<file path="config.mk">
export PLATFORM = sky130hd
export DESIGN_NAME = video_timdet
export DESIGN_NICKNAME = d
export VERILOG_FILES = /design/src/rtl/video_timdet.sv
export SDC_FILE = /design/constraint.sdc
export NUM_CORES = 1
export LEC_CHECK = 0
export ABC_AREA = 0
export ABC_CLOCK_PERIOD_IN_PS = 5900
export CAP_MARGIN = 40
export CORE_MARGIN = 8
export CORE_UTILIZATION = 61
export CTS_CLUSTER_DIAMETER = 100
export DETAILED_ROUTE_END_ITERATION = 10
export GPL_TIMING_DRIVEN = 0
export PLACE_DENSITY = 0.81
export SYNTH_ARGS = -nofsm -noshare
export SYNTH_HDL_FRONTEND = slang
export SYNTH_SLANG_ARGS = --single-unit
</file>
<file path="constraint.sdc">
create_clock -name clk -period 5.9 [get_ports clk]
set_clock_uncertainty 0.2 [all_clocks]
set_input_delay 0.885 -clock clk [delete_from_list [all_inputs] [get_ports clk]]
set_output_delay 0.885 -clock clk [all_outputs]
set_load 0.005 [all_outputs]
</file>
<file path="src/rtl/video_timdet.sv">
// Video timing detector: measures sync widths, gate delays and line/frame sizes, publishes per frame.
// Latency: results and meas_valid appear one clock after the vsync rising edge; no backpressure.
module video_timdet #(
    parameter int LOCK_CNT = 2,
    parameter int TO_LIMIT = 65535
) (
    input  logic        clk,
    input  logic        rst,
    input  logic        clk_ena,
    input  logic        hsync,
    input  logic        vsync,
    input  logic        gate,
    output logic [7:0]  Thsync,
    output logic [7:0]  Thgdel,
    output logic [15:0] Thgate,
    output logic [15:0] Thlen,
    output logic [7:0]  Tvsync,
    output logic [7:0]  Tvgdel,
    output logic [15:0] Tvgate,
    output logic [15:0] Tvlen,
    output logic        meas_valid,
    output logic        locked,
    output logic        err
);

    localparam logic [3:0]  LOCK_TH = 4'(LOCK_CNT);
    localparam logic [31:0] TO_LIM  = 32'(TO_LIMIT);

    typedef enum logic {SEARCH = 1'b0, MEASURE = 1'b1} state_t;

    function automatic logic [15:0] sat_inc(input logic [15:0] a, input logic b);
        return (b && a != 16'hFFFF) ? a + 16'd1 : a;
    endfunction

    function automatic logic [7:0] sat8(input logic [15:0] a);
        return (a > 16'd255) ? 8'hFF : a[7:0];
    endfunction

    state_t      state_q, state_d;
    logic        hs_p_q, hs_p_d, vs_p_q, vs_p_d, gt_p_q, gt_p_d;
    // current line
    logic [15:0] hcnt_q, hcnt_d, hsc_q, hsc_d, gdel_q, gdel_d, gcnt_q, gcnt_d;
    logic        low_seen_q, low_seen_d, gseen_q, gseen_d, grose_q, grose_d, lovf_q, lovf_d;
    // current frame
    logic [15:0] fh_sync_q, fh_sync_d, fh_gdel_q, fh_gdel_d, fh_gate_q, fh_gate_d, fh_len_q, fh_len_d;
    logic [15:0] vlen_q, vlen_d, vsc_q, vsc_d, vlow_idx_q, vlow_idx_d, vgdel_q, vgdel_d, vgate_q, vgate_d;
    logic        vlow_seen_q, vlow_seen_d, fgated_q, fgated_d, ferr_q, ferr_d;
    logic [31:0] to_h_q, to_h_d, to_v_q, to_v_d;
    // published results and lock tracking
    logic [7:0]  thsync_q, thsync_d, thgdel_q, thgdel_d, tvsync_q, tvsync_d, tvgdel_q, tvgdel_d;
    logic [15:0] thgate_q, thgate_d, thlen_q, thlen_d, tvgate_q, tvgate_d, tvlen_q, tvlen_d;
    logic        mv_q, mv_d, locked_q, locked_d, err_q, err_d, pub_seen_q, pub_seen_d;
    logic [3:0]  lock_cnt_q, lock_cnt_d;

    logic        h_rise, v_rise, g_rise, ev_err, line_gated, timeout, same;
    logic [15:0] line_idx, vgdel_calc;
    logic [15:0] fh_sync_u, fh_gdel_u, fh_gate_u, fh_len_u, vgdel_u, vgate_u;
    logic        fgated_u, ferr_u;
    logic [7:0]  pub_thsync, pub_thgdel, pub_tvsync, pub_tvgdel;
    logic        pub_err;

    always_comb begin
        h_rise = hsync & ~hs_p_q;
        v_rise = vsync & ~vs_p_q;
        g_rise = gate & ~gt_p_q;
        hs_p_d = hsync;
        vs_p_d = vsync;
        gt_p_d = gate;

        hcnt_d     = sat_inc(hcnt_q, 1'b1);
        hsc_d      = sat_inc(hsc_q, hsync);
        gdel_d     = gdel_q;
        gcnt_d     = sat_inc(gcnt_q, gate);
        low_seen_d = low_seen_q | ~hsync;
        gseen_d    = gseen_q;
        grose_d    = grose_q | g_rise;
        lovf_d     = lovf_q | (hcnt_q == 16'hFFFF);
        // Gate delay runs from the first hsync-low cycle until gate is first seen high.
        if ((~hsync | low_seen_q) & ~gseen_q) begin
            if (gate) gseen_d = 1'b1;
            else      gdel_d  = sat_inc(gdel_q, 1'b1);
        end
        if (h_rise) begin
            hcnt_d     = 16'd1;
            hsc_d      = 16'd1;
            gdel_d     = '0;
            gcnt_d     = {15'd0, gate};
            low_seen_d = 1'b0;
            gseen_d    = 1'b0;
            grose_d    = g_rise;
            lovf_d     = 1'b0;
        end
        ev_err = g_rise & (hsync | (grose_q & ~h_rise));

        // The line ending on this hsync edge still belongs to the frame being closed.
        line_gated = h_rise & (gcnt_q != 16'd0);
        line_idx   = vlen_q - 16'd1;
        vgdel_calc = (vlow_seen_q && vlen_q != 16'd0 && line_idx >= vlow_idx_q) ? line_idx - vlow_idx_q : '0;
        fh_sync_u  = line_gated ? hsc_q  : fh_sync_q;
        fh_gdel_u  = line_gated ? gdel_q : fh_gdel_q;
        fh_gate_u  = line_gated ? gcnt_q : fh_gate_q;
        fh_len_u   = line_gated ? hcnt_q : fh_len_q;
        vgdel_u    = (line_gated & ~fgated_q) ? vgdel_calc : vgdel_q;
        fgated_u   = fgated_q | line_gated;
        vgate_u    = sat_inc(vgate_q, line_gated);
        ferr_u     = ferr_q | (line_gated & fgated_q & (gcnt_q != fh_gate_q)) | (h_rise & lovf_q)
                   | (line_gated & (vgate_q == 16'hFFFF));

        pub_thsync = sat8(fh_sync_u);
        pub_thgdel = sat8(fh_gdel_u);
        pub_tvsync = sat8(vsc_q);
        pub_tvgdel = sat8(vgdel_u);
        pub_err    = ferr_u | (fh_sync_u > 16'd255) | (fh_gdel_u > 16'd255)
                   | (vsc_q > 16'd255) | (vgdel_u > 16'd255);

        if (v_rise) begin
            fh_sync_d   = '0;
            fh_gdel_d   = '0;
            fh_gate_d   = '0;
            fh_len_d    = '0;
            vgdel_d     = '0;
            vgate_d     = '0;
            fgated_d    = 1'b0;
            vlen_d      = {15'd0, h_rise};
            vsc_d       = {15'd0, h_rise & vsync};
            vlow_seen_d = 1'b0;
            vlow_idx_d  = '0;
            ferr_d      = ev_err;
        end else begin
            fh_sync_d   = fh_sync_u;
            fh_gdel_d   = fh_gdel_u;
            fh_gate_d   = fh_gate_u;
            fh_len_d    = fh_len_u;
            vgdel_d     = vgdel_u;
            vgate_d     = vgate_u;
            fgated_d    = fgated_u;
            vlen_d      = sat_inc(vlen_q, h_rise);
            vsc_d       = sat_inc(vsc_q, h_rise & vsync);
            vlow_seen_d = vlow_seen_q | (h_rise & ~vsync);
            vlow_idx_d  = (h_rise & ~vsync & ~vlow_seen_q) ? vlen_q : vlow_idx_q;
            ferr_d      = ferr_u | ev_err | (h_rise & (vlen_q == 16'hFFFF));
        end

        to_h_d  = h_rise ? '0 : ((to_h_q == '1) ? to_h_q : to_h_q + 32'd1);
        to_v_d  = v_rise ? '0 : ((h_rise && to_v_q != '1) ? to_v_q + 32'd1 : to_v_q);
        timeout = (~h_rise & (to_h_q >= TO_LIM)) | (h_rise & ~v_rise & (to_v_q >= TO_LIM));

        same = {pub_thsync, pub_thgdel, fh_gate_u, fh_len_u, pub_tvsync, pub_tvgdel, vgate_u, vlen_q}
            == {thsync_q, thgdel_q, thgate_q, thlen_q, tvsync_q, tvgdel_q, tvgate_q, tvlen_q};

        state_d    = state_q;
        thsync_d   = thsync_q;
        thgdel_d   = thgdel_q;
        thgate_d   = thgate_q;
        thlen_d    = thlen_q;
        tvsync_d   = tvsync_q;
        tvgdel_d   = tvgdel_q;
        tvgate_d   = tvgate_q;
        tvlen_d    = tvlen_q;
        err_d      = err_q;
        mv_d       = 1'b0;
        lock_cnt_d = lock_cnt_q;
        locked_d   = locked_q;
        pub_seen_d = pub_seen_q;
        if (timeout) begin
            state_d    = SEARCH;
            lock_cnt_d = '0;
            locked_d   = 1'b0;
            pub_seen_d = 1'b0;
        end else if (v_rise) begin
            if (state_q == SEARCH) begin
                state_d = MEASURE;
            end else begin
                thsync_d   = pub_thsync;
                thgdel_d   = pub_thgdel;
                thgate_d   = fh_gate_u;
                thlen_d    = fh_len_u;
                tvsync_d   = pub_tvsync;
                tvgdel_d   = pub_tvgdel;
                tvgate_d   = vgate_u;
                tvlen_d    = vlen_q;
                err_d      = pub_err;
                mv_d       = 1'b1;
                pub_seen_d = 1'b1;
                if (pub_err)                     lock_cnt_d = '0;
                else if (!pub_seen_q || !same)   lock_cnt_d = 4'd1;
                else if (lock_cnt_q != 4'hF)     lock_cnt_d = lock_cnt_q + 4'd1;
                locked_d = (lock_cnt_d >= LOCK_TH);
            end
        end
    end

    always_ff @(posedge clk) begin
        if (rst) begin
            state_q <= SEARCH;
            {hs_p_q, vs_p_q, gt_p_q} <= '0;
            {hcnt_q, hsc_q, gdel_q, gcnt_q} <= '0;
            {low_seen_q, gseen_q, grose_q, lovf_q} <= '0;
            {fh_sync_q, fh_gdel_q, fh_gate_q, fh_len_q} <= '0;
            {vlen_q, vsc_q, vlow_idx_q, vgdel_q, vgate_q} <= '0;
            {vlow_seen_q, fgated_q, ferr_q} <= '0;
            {to_h_q, to_v_q} <= '0;
            {thsync_q, thgdel_q, tvsync_q, tvgdel_q} <= '0;
            {thgate_q, thlen_q, tvgate_q, tvlen_q} <= '0;
            {mv_q, locked_q, err_q, pub_seen_q} <= '0;
            lock_cnt_q <= '0;
        end else begin
            mv_q <= clk_ena & mv_d;
            if (clk_ena) begin
                state_q     <= state_d;
                hs_p_q      <= hs_p_d;
                vs_p_q      <= vs_p_d;
                gt_p_q      <= gt_p_d;
                hcnt_q      <= hcnt_d;
                hsc_q       <= hsc_d;
                gdel_q      <= gdel_d;
                gcnt_q      <= gcnt_d;
                low_seen_q  <= low_seen_d;
                gseen_q     <= gseen_d;
                grose_q     <= grose_d;
                lovf_q      <= lovf_d;
                fh_sync_q   <= fh_sync_d;
                fh_gdel_q   <= fh_gdel_d;
                fh_gate_q   <= fh_gate_d;
                fh_len_q    <= fh_len_d;
                vlen_q      <= vlen_d;
                vsc_q       <= vsc_d;
                vlow_idx_q  <= vlow_idx_d;
                vgdel_q     <= vgdel_d;
                vgate_q     <= vgate_d;
                vlow_seen_q <= vlow_seen_d;
                fgated_q    <= fgated_d;
                ferr_q      <= ferr_d;
                to_h_q      <= to_h_d;
                to_v_q      <= to_v_d;
                thsync_q    <= thsync_d;
                thgdel_q    <= thgdel_d;
                thgate_q    <= thgate_d;
                thlen_q     <= thlen_d;
                tvsync_q    <= tvsync_d;
                tvgdel_q    <= tvgdel_d;
                tvgate_q    <= tvgate_d;
                tvlen_q     <= tvlen_d;
                locked_q    <= locked_d;
                err_q       <= err_d;
                pub_seen_q  <= pub_seen_d;
                lock_cnt_q  <= lock_cnt_d;
            end
        end
    end

    assign Thsync     = thsync_q;
    assign Thgdel     = thgdel_q;
    assign Thgate     = thgate_q;
    assign Thlen      = thlen_q;
    assign Tvsync     = tvsync_q;
    assign Tvgdel     = tvgdel_q;
    assign Tvgate     = tvgate_q;
    assign Tvlen      = tvlen_q;
    assign meas_valid = mv_q;
    assign locked     = locked_q;
    assign err        = err_q;

endmodule

</file>
==> impl_results.md, run 1 <==
- Most prevalent standard cell on the critical path: buf_12
- DIE AREA: ~0.039 sq mm
- Number of vias per cell: 6.42
- Port Buffers: 103
- Vias in the first global route: 19500
- Cells on worst reg2reg path: 19
- Synthesized area per cell: 7.97 sq um
- Netlist area before placement: 0.0201 sq mm
- TritonCTS clock tree: built
- F_max: between 150 and 200 MHz
- Crit share post-route: roughly 94%
- Register area: 0.00775 sq mm
- FF-to-FF setup slack: 410 ps
- Origin of the worst setup path: hsync
- TritonCTS sink count: 387
- Post-DP HPWL: ~53000 um
- Flip-flop cell with the highest count after synthesis: dfxtp_1
- Total Power: around 6.0 mW
- Final estimated routing congestion in global placement: 1.00
- Source of the worst register-to-register timing path: vlen_q[0]
- Worst flop-to-flop path endpoint: lock_cnt_q[2]
- Drt wl/cell: about 23 um
- Total leakage power: 8.22 nW
- Overall routing resource usage: a little over a third
- Number of slew-limit violations in the final report: 0
- Die width: 198 um
- Share of flip-flops with an asynchronous set or reset: 0%
- Top-level port count: 105
- Multi-input logic area: 0.0114 sq mm
- First-pass GRT wire length: approximately 110000 um
- Startpoint type of the worst setup path: primary input
- Kind of critical path: primary input to flip-flop
- Synthesized instance count: 2528
- Starting DRT DRC Count: 2038
- Largest net degree at the start of global routing: 14
- EDFF count, synth: 0
- Setup violations, final: 0
- Cell taking the most area after synthesis: dfxtp_1
- Clock Tree Root: clkbuf_16
- Source-to-sink clock delay at the later pin of the worst-skew pair: 570 ps
- Biggest regs: to_h_q x32, to_v_q x32
- Setup repair after global routing missed its margin: no
- Final-stage net count: between 2000 and 3000
- Layout cells sized above 1: 5.26%
- Clk slew on worst S/H paths: 60 ps
- DRT Pass-1 Iters: 8
- DRC violation count after routing: 0
- Via count: 20300
- Portion of the post-synthesis area used by sequential elements: 38.5%
- Max_cap viols: 0
- Worst hold path cell count: 2
- Power density over the cells: approximately 260 mW/mm^2
- Synth top area cells: dfxtp_1, nor2_1, xor2_1, nand2_1, xnor2_1
- HP Start: locked
- Final design area excluding fillers: 0.0233 sq mm
- Share of Yosys cell area claimed by the top area cell type: 38.5%
- Seq cells post-synth: about 390
- Standard-cell rows: 66
- Endpoint with the worst hold slack: locked
- Worst slew margin relative to its limit: 29.4%
- Clock H-tree levels: 2
- Height of the die: 198 um
- Netlist cell types: 88
- Worst-Margin Slew: ~1100 ps
- Layout overhead on the synthesized area: 15.6%
- Delay of the slowest cell on the worst path: 830 ps
- Outcome: finished, final reports clean
- Overflow after GRT: 0
- Slowest cell on the critical path: o311ai_0
- Crit path required time: roughly 6200 ps
- Count of synthesis-stage warnings from yosys: 0
- Worst vdd ir: a little over 0.2 mV
- Arrival time reported for the critical path endpoint: roughly 5800 ps
- TritonCTS Buffers: 42
- Residual antenna-violating net count after detailed routing: 0
- Min Tclk post-route: 5530 ps
- Placed standard-cell area: 0.0218 sq mm
- Worst hold-check path type: flip-flop to flip-flop
- Initial antenna violation count: 1
- Largest buffer count on any clock path: 3
- Synthesized Nets: about 2600
- Fillers: around 2600
- CTS Hold Buffers Added: 0
- Worst setup EP type: flip-flop
- Starting utilization of the core area: 61.9%
- Cells along the critical path: clkdlybuf4s50_1 -> nand2b_4 -> buf_2 -> a41o_1 -> buf_6 -> buf_12 -> buf_12 -> o311ai_0 -> o2111ai_1 -> nor4_1 -> clkdlybuf4s15_2 -> nand4_1 -> nor4_4 -> nand4_2 -> a31oi_1 -> o22a_1
- Biggest fanout along the worst timing path: 10
- Final number of hold-violating endpoints: 0
- Detailed Route WL: 72600 um
- Placeable core region: 0.0325 sq mm
==> report_power, final <==
part	internal (mW)	switching (mW)	leakage [nW]	total (mW)
logic	0.190	0.397	4.40	0.587
registers	2.64	0.0378	3.12	2.67
clock network	1.63	1.12	0.698	2.75
total	4.46	1.56	8.22	6.02
==> cells in the mapped netlist (17+ instances only) <==
library cell,instances
nand4_1,55
buf_2,22
a21oi_1,137
dfxtp_1,387
nand2_1,245
mux2i_1,31
and3_1,34
ha_1,28
nor3_1,85
a311oi_1,19
xor2_1,140
nand3_1,88
a22oi_1,83
clkbuf_1,123
o21ai_0,77
nor4_1,33
inv_1,78
nor2_1,402
nand2b_1,17
or3_1,41
or4_1,17
xnor2_1,84
a211oi_1,48
==> per-layer routing <==
layer	global-route usage (%)	wire length (um)	up-vias
met5	0	0	-
met4	19.9	4220	0
met3	8.25	7410	276
met2	58.6	32900	1109
met1	44.3	28000	9656
li1	-	-	9239
==> how the worst max path moves through the flow <==
stage / to / slack, ps / cells past startpoint
after floorplan: lock_cnt_q[2] / 1160 / 18
after global placement: lock_cnt_q[2] / -270 / 15
after detailed placement: lock_cnt_q[2] / 7 / 16
after CTS: lock_cnt_q[2] / -50 / 19
after global routing: lock_cnt_q[2] / 50 / 19
final: lock_cnt_q[2] / 370 / 16
==> cells in the final DEF (no fill, tap or decap), drive strengths merged, types with 13 or more instances in the layout <==
cell type,Yosys,routed
nor2,402,402
nor3,86,86
a21oi,137,137
and4,13,13
or3,41,41
clkdlybuf4s50,0,103
or4,17,17
xor2,140,140
nand3,88,88
inv,78,79
a211oi,48,48
o21ai,80,80
and3,34,34
mux2i,31,31
nor4,41,41
buf,45,56
o22ai,13,13
and2,14,14
nand2,245,245
nand2b,18,18
xnor2,84,84
nand4,56,56
a311oi,19,19
dfxtp,387,387
a22oi,84,84
ha,28,28
clkbuf,124,181
==> timing repair <==
item                                    4_1_cts  5_1_grt
pin swaps                                     0        1
endpoints found under the setup margin        2       14
resized for setup                             0        9
buffers inserted                              0        2
==> cell families after synthesis <==
family          synth area share [%]
xor+xnor                        9.74
simple gates                    26.0
buf+inv                         5.19
mux                             1.73
flops                           38.5
compound gates                  17.0
fa+ha+maj                       1.84
==> area by class of cell <==
class / instances / share of cell area (%)
Inverter: 78 / 1.26
Clock buffer: 57 / 5.10
Multi-Input combinational cell: 1894 / 48.9
Antenna cell: 2 / 0.0215
Tap cell: 442 / 2.38
Buffer: 169 / 3.23
Timing Repair Buffer: 115 / 4.87
Sequential cell: 387 / 33.3
Clock inverter: 17 / 0.978
==> worst max-delay path, delay by kind of cell <==
family | cells | cell delay (ps)
and+or+nand+nor | 5 | 1460
AOI/OAI and AO/OA | 5 | 1770
buffers and inverters | 6 | 1710
==> metrics by stage <==
| stage | TNS (ps) | std cells | setup slack, ps | hold WS, ps | utilization (%) |
|---|---|---|---|---|---|
| final | 0 | 3161 | 373 | 264 | 71.6 |
| after CTS | -69.8 | 3155 | -45.1 | 268 | 71.3 |
| after global routing | 0 | 3159 | 53.6 | 290 | 71.6 |
| after detailed placement | 0 | 3081 | 6.86 | 253 | 67.0 |
| after floorplan | 0 | 2528 | 1160 | 237 | - |
| after global placement | -954 | 3073 | -268 | 243 | 66.8 |
No activity file was read; power rests on OpenSTA's default activity.
==> run 2, diff against run 1 <==
- CORE_UTILIZATION: 61 -> 64
- DONT_BUFFER_PORTS: unset -> 1
- PLACE_DENSITY: 0.81 -> 0.8
- SKIP_LAST_GASP: unset -> 1
==> impl_results.md, run 2 (synthesized netlist as in run 1, its figures left out) <==
- Starting utilization of the core area: 64.3% (+2.4 points)
- Layout cells sized above 1: 5.07% (-0.19 points)
- TritonCTS clock tree: built
- FF-to-FF setup slack: 350 ps (-60 ps)
- Commonest cells after routing, fill and taps aside: nor2_1, dfxtp_1, nand2_1
- Clock H-tree levels: 2 (unchanged)
- Delay of the slowest cell on the worst path: 470 ps (-360 ps)
- Top-level port count: 105 (unchanged)
- Endpoint with the worst hold slack: vlow_idx_q[9]
- Post-CTS repair timing setup buffer count: 0 (unchanged)
- Via count: 19700 (-2.7%)
- Number of vias per cell: 6.56 (+2.3%)
- Vias in the first global route: 18500 (-5.1%)
- Kind of critical path: flip-flop to flip-flop
- Min Tclk post-route: 5550 ps (+18.6 ps)
- Source of the worst register-to-register timing path: vlen_q[0]
- Startpoint type of the worst setup path: flip-flop
- Number of slew-limit violations in the final report: 0 (unchanged)
- Clock Tree Root: clkbuf_16
- Antenna Diode Count: 0 (-2)
- Cells on worst reg2reg path: 19 (unchanged)
- Outcome: finished, final reports clean
- Clk slew on worst S/H paths: 60 ps (about the same)
- Starting DRT DRC Count: 2040 (+0.098%)
- Worst vdd ir: 0.251 mV (+24%)
- Final number of hold-violating endpoints: 0 (unchanged)
- Max_cap viols: 0 (unchanged)
- Worst setup EP type: flip-flop
- Biggest regs: to_h_q x32, to_v_q x32
- Largest buffer count on any clock path: 3 (unchanged)
- Worst hold path cell count: 2 (unchanged)
- HP Start: vlow_idx_q[9]
- Worst slack at placement: -18.3 ps (-25.2 ps)
- Slowest cell on the critical path: or4_1
- Setup repair after global routing missed its margin: no
- DRC violation count after routing: 0 (unchanged)
- Initial antenna violation count: 3 (+2)
- Leading cell type in the layout, fill and taps excluded: nor2_1
- Worst flop-to-flop path endpoint: lock_cnt_q[2]
- Final estimated routing congestion in global placement: 1.03 (+2.7%)
- DIE AREA: 0.0374 sq mm (-4.3%)
- Largest net degree at the start of global routing: 14 (unchanged)
- Die width: 193 um (-2.2%)
- Final-stage net count: 2612 (-4.0%)
- TritonCTS Buffers: 41 (-2.4%)
- Fin Hold WS: 274 ps (+9.40 ps)
- Drt wl/cell: 23.0 um (about the same)
- Worst-Margin Slew: 1010 ps (-53.9 ps)
- Placeable core region: 0.0313 sq mm (-3.8%)
- Total leakage power: 7.82 nW (-4.9%)
- Layout overhead on the synthesized area: 9.77%
- GR Util met2: 57.1% (-1.5 points)
- Biggest fanout along the worst timing path: 9 (-1)
- Arrival time reported for the critical path endpoint: 5840 ps (about the same)
- Crit share post-route: 94.0% (+0.31 points)
- Worst hold-check path type: flip-flop to flip-flop
- Detailed Route WL: 69000 um (-4.9%)
- Port Buffers: 0 (-100%)
- GR peak layer: met2
- Overflow after GRT: 0 (unchanged)
- TritonCTS sink count: 387 (unchanged)
- Worst slew margin relative to its limit: 32.9% (+3.6 points)
- Post-DP HPWL: 51500 um (-3.4%)
- Met1 Use GR: 41.9% (-2.4 points)
- DRT Pass-1 Iters: 6 (-2)
- Source-to-sink clock delay at the later pin of the worst-skew pair: 560 ps (about the same)
- Power density over the cells: 266 mW/mm^2 (+2.9%)
- Setup violations, final: 0 (unchanged)
- Standard-cell rows: 65 (-1.5%)
- Residual antenna-violating net count after detailed routing: 0 (unchanged)
- CTS Hold Buffers Added: 0 (unchanged)
- Met3 global-route usage: 8.59% (+0.34 points)
- Height of the die: 193 um (-2.2%)
- First-pass GRT wire length: 106000 um (-4.7%)
- Final worst-path setup slack: 355 ps (-18.6 ps)
- Cells along the critical path: clkbuf_1 -> inv_1 -> ha_1 -> nand3_1 -> or4_1 -> xnor2_1 -> ha_1 -> clkbuf_1 -> nand2_1 -> o21a_1 -> or3b_1 -> a211o_1 -> and3_1 -> nor4_4 -> o21ai_1 -> nor4_4 -> nand4_2 -> a31oi_1 -> o22a_1
- Overall routing resource usage: 35.3% (-0.93 points)
- Crit path required time: 6190 ps (-20 ps)
- F_max: 180 MHz (-0.33%)
[run 2: changes by cell type in the layout (fill, tap and decap cells not counted), moves of 2 or more]
cell,before,now
bufinv_16,5,3
clkinv_2,7,1
diode_2,2,0
clkbuf_8,6,13
buf_4,4,2
clkdlybuf4s50_1,103,0
buf_6,12,9
clkinv_4,3,0
[run 2: critical path: cells and delay by family (launching register included)]
family | cells | cell delay, ps
compound gates | 5 | 1160
flops | 1 | 350
buf+inv | 3 | 650
simple gates | 8 | 2430
fa+ha+maj | 2 | 530
xor+xnor | 1 | 160
[run 2: final cells by class]
class,instances,area [sq um]
buffer,169,752
clock buffer,64,1260
clock inverter,6,119
fill,2632,9200
inverter,78,293
multi-input combinational,1894,11400
sequential,387,7750
tap,402,503
timing repair buffer,6,43.8
[run 2: how the worst max path moves through the flow]
stage | from | end | slack, ps | depth (start not counted)
3_3_place_gp | vlen_q[4] | lock_cnt_q[0] | -20 | 18
4_1_cts | vlen_q[4] | lock_cnt_q[0] | 110 | 18
6_report | vlen_q[0] | lock_cnt_q[2] | 350 | 19
2_1_floorplan | vlen_q[4] | lock_cnt_q[2] | 1160 | 18
5_1_grt | vlen_q[0] | lock_cnt_q[2] | 8 | 19
3_5_place_dp | vlen_q[4] | lock_cnt_q[2] | -20 | 18
[run 2: timing repair]
item | CTS | global route
cloned | 0 | 0
endpoints found under the setup margin | 4 | 14
resized for setup | 2 | 7
[run 2: report_power, final]
part | internal [mW] | switching [mW] | total [mW]
sequential | 2.64 | 0.0419 | 2.68
combinational | 0.161 | 0.374 | 0.535
clock | 1.60 | 1.07 | 2.66
total | 4.39 | 1.48 | 5.88
[run 2: per-stage QoR]
step / instances / util, % / instance area [sq um] / power [mW] / TNS (ps)
floorplan: 2528 / - / 20100 / 3.06 / 0
global placement: 2930 / 65.9 / 20600 / 3.23 / -15.8
detailed placement: 2935 / 66.1 / 20700 / 3.24 / -18.3
CTS: 3005 / 70.5 / 22100 / 5.87 / 0
global route: 3006 / 70.6 / 22100 / 6.02 / 0
finish: 3006 / 70.6 / 22100 / 5.88 / 0
[run 2: layer usage]
| layer | share of wire (%) | up-vias |
|---|---|---|
| met2 | 45 | 1065 |
| li1 | - | 9040 |
| met4 | 6.8 | 2 |
| met3 | 11 | 270 |
| met1 | 38 | 9354 |
| met5 | 0.019 | - |
